File: config.mk
export PLATFORM = sky130hd
export DESIGN_NAME = control_link_master
export DESIGN_NICKNAME = d
export VERILOG_FILES = /design/src/rtl/ctrl_link_pkg.sv /design/src/rtl/ctrl_link_rsp_parser.sv /design/src/rtl/control_link_master.sv
export SDC_FILE = /design/constraint.sdc
export NUM_CORES = 1
export LEC_CHECK = 0
export BUFFER_PORTS_ARGS = -buffer_cell sky130_fd_sc_hd__buf_2
export CORE_ASPECT_RATIO = 1.2
export CORE_MARGIN = 3
export CORE_UTILIZATION = 30
export DETAILED_ROUTE_END_ITERATION = 7
export PLACE_DENSITY = 0.5
export SYNTH_ARGS = -nofsm -noshare
export SYNTH_HDL_FRONTEND = slang
export SYNTH_SLANG_ARGS = --single-unit
File: constraint.sdc
create_clock -name byte_clk -period 9.6 [get_ports byte_clk]
set_input_delay 1.44 -clock byte_clk [delete_from_list [all_inputs] [get_ports byte_clk]]
set_output_delay 1.44 -clock byte_clk [all_outputs]
set_load 0.02 [all_outputs]
File: src/rtl/ctrl_link_pkg.sv
// Shared constants and types for the byte-oriented control link
// (command frames out, response frames in).
package ctrl_link_pkg;
    localparam logic [7:0] COMMA_K       = 8'h3C;
    localparam int         CMD_FRAME_LEN = 8;
    localparam int         RSP_FRAME_LEN = 6;

    localparam logic [2:0] FLAGS   = 3'd1;
    localparam logic [2:0] ADDR_LO = 3'd2;
    localparam logic [2:0] DATA0   = 3'd4;

    localparam int STROBE_BIT = 0;
    localparam int WRITE_BIT  = 1;

    typedef enum logic [1:0] {
        ST_IDLE    = 2'd0,
        ST_ASSERT  = 2'd1,
        ST_RELEASE = 2'd2
    } state_t;

    typedef struct packed {
        logic        write;
        logic        strobe;
        logic [15:0] addr;
        logic [31:0] wdata;
    } cmd_t;
endpackage

File: src/rtl/ctrl_link_rsp_parser.sv
// Response-frame parser: COMMA, ack byte, then 32-bit data LSB first.
// Commits ack/data with a one-cycle rx_frame_ok on the last data byte.
module ctrl_link_rsp_parser
    import ctrl_link_pkg::*;
#(
    parameter logic [7:0] COMMA = COMMA_K
) (
    input  logic        byte_clk,
    input  logic        reset,
    input  logic [7:0]  rx_byte,
    input  logic        rx_isk,
    input  logic        link_ok,
    output logic        rx_ack,
    output logic [31:0] rx_data,
    output logic        rx_frame_ok
);
    // idx counts bytes after the comma: 0 = ack byte, LAST_IDX = data MSB
    localparam logic [2:0] LAST_IDX = 3'(RSP_FRAME_LEN - 2);

    logic [2:0]  idx;
    logic        in_frame;
    logic        ack_bit;
    logic [23:0] data_lo;

    // NOTE: sequential state uses non-blocking assignments only, so every
    // register samples pre-edge values regardless of statement order.
    always_ff @(posedge byte_clk or posedge reset) begin
        if (reset) begin
            idx         <= '0;
            in_frame    <= 1'b0;
            ack_bit     <= 1'b0;
            data_lo     <= '0;
            rx_ack      <= 1'b0;
            rx_data     <= '0;
            rx_frame_ok <= 1'b0;
        end else begin
            rx_frame_ok <= 1'b0;
            if (!link_ok) begin
                in_frame <= 1'b0;
                rx_ack   <= 1'b0;
            end else if (rx_isk) begin
                // A comma (re)starts a frame; any other K-char kills it
                in_frame <= (rx_byte == COMMA);
                idx      <= '0;
            end else if (in_frame) begin
                idx <= idx + 3'd1;
                if (idx == 3'd0) begin
                    ack_bit <= rx_byte[0];
                end else if (idx == LAST_IDX) begin
                    rx_ack      <= ack_bit;
                    rx_data     <= {rx_byte, data_lo};
                    rx_frame_ok <= 1'b1;
                    in_frame    <= 1'b0;
                end else begin
                    data_lo <= {rx_byte, data_lo[23:8]};
                end
            end
        end
    end
endmodule

File: src/rtl/control_link_master.sv
// Initiator end of the control link: frames host requests into 8-byte
// command frames and runs the strobe/ack handshake with the remote slave.
module control_link_master
    import ctrl_link_pkg::*;
#(
    parameter int         TIMEOUT_CYCLES = 4096,
    parameter logic [7:0] COMMA          = COMMA_K
) (
    input  logic        byte_clk,
    input  logic        reset,
    input  logic        req_valid,
    output logic        req_ready,
    input  logic        req_write,
    input  logic [15:0] req_addr,
    input  logic [31:0] req_wdata,
    output logic        rsp_valid,
    output logic [31:0] rsp_rdata,
    output logic        rsp_err,
    output logic [7:0]  tx_byte,
    output logic        tx_isk,
    input  logic [7:0]  rx_byte,
    input  logic        rx_isk,
    input  logic        link_ok,
    output logic        busy
);
    localparam logic [2:0] PTR_LAST  = 3'(CMD_FRAME_LEN - 1);
    localparam int         TW        = $clog2(TIMEOUT_CYCLES + 1);
    localparam logic [TW-1:0] TIMER_MAX = TW'(TIMEOUT_CYCLES - 1);

    state_t       state;
    cmd_t         cmd_q;
    cmd_t         snap;
    logic [2:0]   ptr;
    logic [TW-1:0] timer;
    logic [7:0]   frame_byte;
    logic [7:0]   flags;
    logic         rx_ack;
    logic [31:0]  rx_data;
    logic         rx_frame_ok;
    logic         abort;

    ctrl_link_rsp_parser #(.COMMA(COMMA)) u_rsp_parser (
        .byte_clk    (byte_clk),
        .reset       (reset),
        .rx_byte     (rx_byte),
        .rx_isk      (rx_isk),
        .link_ok     (link_ok),
        .rx_ack      (rx_ack),
        .rx_data     (rx_data),
        .rx_frame_ok (rx_frame_ok)
    );

    // Gated by reset so the host never sees a ready while the block is held
    assign req_ready = !reset && (state == ST_IDLE) && link_ok && !rx_ack && !rsp_valid;
    assign busy      = (state != ST_IDLE);
    assign abort     = !link_ok || (timer == TIMER_MAX);

    always_comb begin
        // NOTE: every combinational output gets a default first so no path
        // leaves it unassigned, which would infer a latch.
        frame_byte            = 8'h00;
        flags                 = 8'h00;
        flags[WRITE_BIT]      = snap.write;
        flags[STROBE_BIT]     = snap.strobe;
        case (ptr)
            3'd0:           frame_byte = COMMA;
            FLAGS:          frame_byte = flags;
            ADDR_LO:        frame_byte = snap.addr[7:0];
            ADDR_LO + 3'd1: frame_byte = snap.addr[15:8];
            DATA0:          frame_byte = snap.wdata[7:0];
            DATA0 + 3'd1:   frame_byte = snap.wdata[15:8];
            DATA0 + 3'd2:   frame_byte = snap.wdata[23:16];
            DATA0 + 3'd3:   frame_byte = snap.wdata[31:24];
            default:        frame_byte = 8'h00;
        endcase
    end

    // Free-running framer; fields are frozen at the last byte of each frame
    always_ff @(posedge byte_clk or posedge reset) begin
        if (reset) begin
            ptr     <= '0;
            snap    <= '0;
            tx_byte <= COMMA;
            tx_isk  <= 1'b1;
        end else begin
            ptr     <= (ptr == PTR_LAST) ? 3'd0 : ptr + 3'd1;
            tx_byte <= frame_byte;
            tx_isk  <= (ptr == 3'd0);
            if (ptr == PTR_LAST) snap <= cmd_q;
        end
    end

    always_ff @(posedge byte_clk or posedge reset) begin
        if (reset) begin
            state     <= ST_IDLE;
            cmd_q     <= '0;
            timer     <= '0;
            rsp_valid <= 1'b0;
            rsp_rdata <= '0;
            rsp_err   <= 1'b0;
        end else begin
            rsp_valid <= 1'b0;
            case (state)
                ST_IDLE: begin
                    if (req_valid && req_ready) begin
                        cmd_q.write  <= req_write;
                        cmd_q.addr   <= req_addr;
                        cmd_q.wdata  <= req_write ? req_wdata : 32'h0;
                        cmd_q.strobe <= 1'b1;
                        timer        <= '0;
                        state        <= ST_ASSERT;
                    end
                end
                ST_ASSERT, ST_RELEASE: begin
                    if (abort) begin
                        cmd_q.strobe <= 1'b0;
                        cmd_q.write  <= 1'b0;
                        rsp_valid    <= 1'b1;
                        rsp_err      <= 1'b1;
                        state        <= ST_IDLE;
                    end else if (state == ST_ASSERT && rx_frame_ok && rx_ack) begin
                        rsp_rdata    <= rx_data;
                        cmd_q.strobe <= 1'b0;
                        timer        <= '0;
                        state        <= ST_RELEASE;
                    end else if (state == ST_RELEASE && rx_frame_ok && !rx_ack) begin
                        cmd_q.write  <= 1'b0;
                        rsp_valid    <= 1'b1;
                        rsp_err      <= 1'b0;
                        state        <= ST_IDLE;
                    end else begin
                        timer <= timer + 1'b1;
                    end
                end
                default: state <= ST_IDLE;
            endcase
        end
    end
endmodule
==> results.sh <==
export IMPL_status="complete, no violations"
export IMPL_viasPerCell=4.72
export IMPL_syn_inst=694
export IMPL_setup_tns_final_ps=0
export IMPL_critPathMaxFanout=6
export IMPL_gp_congestion=0.734
export IMPL_vias=5701
export IMPL_wl_um=20200
export IMPL_total_power_mw=2.62
export IMPL_port_buffers=106
export IMPL_final_fill_count=3038
export IMPL_report_final_slew_viol_count=0
export IMPL_drc=0
export IMPL_synthXorXnorAreaFrac=0
export IMPL_grt_pass1_vias=5990
export IMPL_track_usage=0.119
export IMPL_grt_pass1_wl_um=33100
export IMPL_core_sq_um=30700
export IMPL_die_width_um=168
export IMPL_dp_hpwl_um=12800
export IMPL_synth_compound_area_frac=0.0694
export IMPL_crit_type="input port to output port"
export IMPL_synth_adder_area_share=0.0185
export IMPL_clkTransAtPathRegs_ps=60
export IMPL_nets=869
export IMPL_post_route_min_period_ps=3810
export IMPL_htreeDepth=1
export IMPL_end_kind="output port"
export IMPL_yosys_warnings=0
export IMPL_cts_resized_gates=0
export IMPL_grt_overflow=0
export IMPL_cp_start_kind="input port"
export IMPL_ys_flop_type="dfrtp_1"
export IMPL_clockBufferDepth=3
export IMPL_fp_row_count=70
export IMPL_cts_buffers=25
export IMPL_cts_tree="done"
export IMPL_timing_max_cap_violations=0
export IMPL_pwr_density_cell_nw_per_um2=236
export IMPL_drtIter0Drc=271
export IMPL_synth_avg_cell_area_sq_um=13.6
export IMPL_drt_pass1_iterations=5
export IMPL_syn_area_sq_um=9450
export IMPL_grt_max_degree=149
export IMPL_start_util=0.307
export IMPL_clk_latency_ps=520
export IMPL_fin_crit_sh=0.397
export IMPL_async_flop_share=1.00
export IMPL_ff_latch_area_sq_um=5610
export IMPL_tightest_slew_ps=1040
export IMPL_fmax_ghz=0.263
export IMPL_cts_hold_buf=0
export IMPL_synthesis_nets=770
export IMPL_cp_required_ps=8160
export IMPL_cp_arrival_ps=2370
export IMPL_rsz0062_at_grt="false"
export IMPL_slew_headroom=0.309
export IMPL_root_buffer="clkbuf_16"
export IMPL_hold_path_class="register to register"
export IMPL_synthDistinctLibCells=59
export IMPL_drive_gt1_frac=0.422
export IMPL_timing_final_ws_setup_ps=5790
export IMPL_routedWlPerCell_um=16.7
export IMPL_ant_nets=0
export IMPL_skew_ps=11.0
export IMPL_die_area_sq_um=33700
export IMPL_post_place_ws_ps=5720
export IMPL_placed_cell_area_sq_um=10300
export IMPL_hold_viol_final=0
export IMPL_antenna_found_initial=0
export IMPL_leakage_nw=5.35
export IMPL_area_growth_pct=17.8
export IMPL_yosys_register_bits=224
export IMPL_yosys_mux_area_fraction=0.213
export IMPL_multiInputGateArea_sq_um=3570
export IMPL_ir_drop_v=0.000146
export IMPL_cts_setup_buffers=0
export IMPL_synth_top_family_by_area="multiplexers"
export IMPL_diodes=0
export IMPL_io_pins=107
export IMPL_synth_simple_gate_area_share=0.0765
export IMPL_clock_sinks=224
export IMPL_die_h_um=200
export IMPL_stdcell_area_sq_um=11100
export IMPL_synth_edf_count=0
export IMPL_seq_area_frac_synth=0.594
export IMPL_setup_viol=0
-- where the power goes --
group / total (mW) / leakage [nW] / internal (mW) / switching [mW]
logic: 0.389 / 1.96 / 0.202 / 0.188
clock network: 0.953 / 0.410 / 0.572 / 0.381
registers: 1.28 / 2.98 / 1.16 / 0.119
total: 2.62 / 5.35 / 1.94 / 0.687
-- through the flow --
| step | hold WS, ps | std cells | util |
|---|---|---|---|
| after floorplan | 444 | 694 | - |
| after global placement | 463 | 1162 | 0.335 |
| after detailed placement | 469 | 1162 | 0.335 |
| after CTS | 483 | 1208 | 0.362 |
| after global routing | 500 | 1208 | 0.362 |
| final | 477 | 1208 | 0.362 |
-- registers in the layout (all words and copies together), names as in the netlist, 2 cells and up --
name,flops
rsp_rdata,32
flags,2
u_rsp_parser.rx_data,32
u_rsp_parser.idx,3
cmd_q,50
tx_byte,8
u_rsp_parser.data_lo,24
timer,13
snap,48
state,2
ptr,3
-- logic make-up after synthesis --
logic type / Yosys count
flops: 224
simple gates: 145
mux: 168
compound gates: 91
fa+ha+maj: 14
buf+inv: 52
-- layer usage --
layer  global-route usage  share of wire  vias up
met1                0.155           0.44     2857
met5                    0              0        -
met4               0.0333          0.025        0
met3               0.0266          0.053       36
li1                     -              -     2693
met2                0.200           0.49      115
-- synthesized netlist by cell type, types with 4 or more instances --
cell | n | area [sq um]
a21oi_1 | 5 | 25.0
mux2_2 | 134 | 1510
a222oi_1 | 7 | 70.1
buf_2 | 8 | 40.0
nor4_1 | 10 | 62.6
o211ai_1 | 4 | 30.0
mux2_4 | 32 | 480
o21ai_0 | 38 | 190
a22oi_1 | 5 | 37.5
buf_1 | 4 | 15.0
nand2_1 | 87 | 327
inv_1 | 13 | 48.8
dfstp_2 | 5 | 131
ha_1 | 14 | 175
nor2b_1 | 5 | 31.3
clkbuf_1 | 21 | 78.8
nand4_1 | 5 | 31.3
o22a_1 | 7 | 61.3
dfrtp_1 | 219 | 5480
nor2_1 | 5 | 18.8
nand3_1 | 10 | 50.1
-- worst paths after layout --
check                           depth (start not counted)       from  slack, ps                  end
worst max-delay path                                    4      reset       5790            req_ready
max in group asynchronous                               3      reset       6840            cmd_q[42]
worst min register to register                          2  cmd_q[18]        480            cmd_q[18]
worst min-delay path                                    2  cmd_q[18]        480            cmd_q[18]
min in group asynchronous                               2      reset       1190  u_rsp_parser.idx[1]
worst max register to register                          4     ptr[2]       7000           tx_byte[4]
-- layout make-up --
cell class | instances | area share
timing repair buffer | 111 | 0.0510
clock inverter | 11 | 0.0103
clock buffer | 35 | 0.0641
inverter | 13 | 0.00506
multi-input combinational | 418 | 0.321
tap | 396 | 0.0445
sequential | 224 | 0.504
-- cells in the final DEF, fill, tap and decap left out, drive strengths merged, types with 2 or more instances in the layout --
| cell type | count |
|---|---|
| dfrtp | 219 |
| mux2 | 166 |
| buf | 111 |
| nand2 | 87 |
| o21ai | 39 |
| clkbuf | 35 |
| ha | 14 |
| inv | 14 |
| nand3 | 11 |
| nor4 | 11 |
| o22a | 7 |
| a222oi | 7 |
| clkinv | 7 |
| nor2 | 7 |
| nand4 | 6 |
| a22oi | 6 |
| nor2b | 5 |
| a21oi | 5 |
| dfstp | 5 |
| o211ai | 4 |
| nor3 | 4 |
| and3 | 4 |
| a22o | 4 |
| o2bb2ai | 4 |
| a21bo | 3 |
| and2 | 2 |
| mux2i | 2 |
| nor4b | 2 |
| a221o | 2 |
| bufinv | 2 |
| and4 | 2 |
| a211o | 2 |
-- critical path, stage by stage --
cell	delay, ps
buf_2	140
and4bb_4	400
nor2b_1	190
buf_2	190
(Power assumes the default switching activity.)
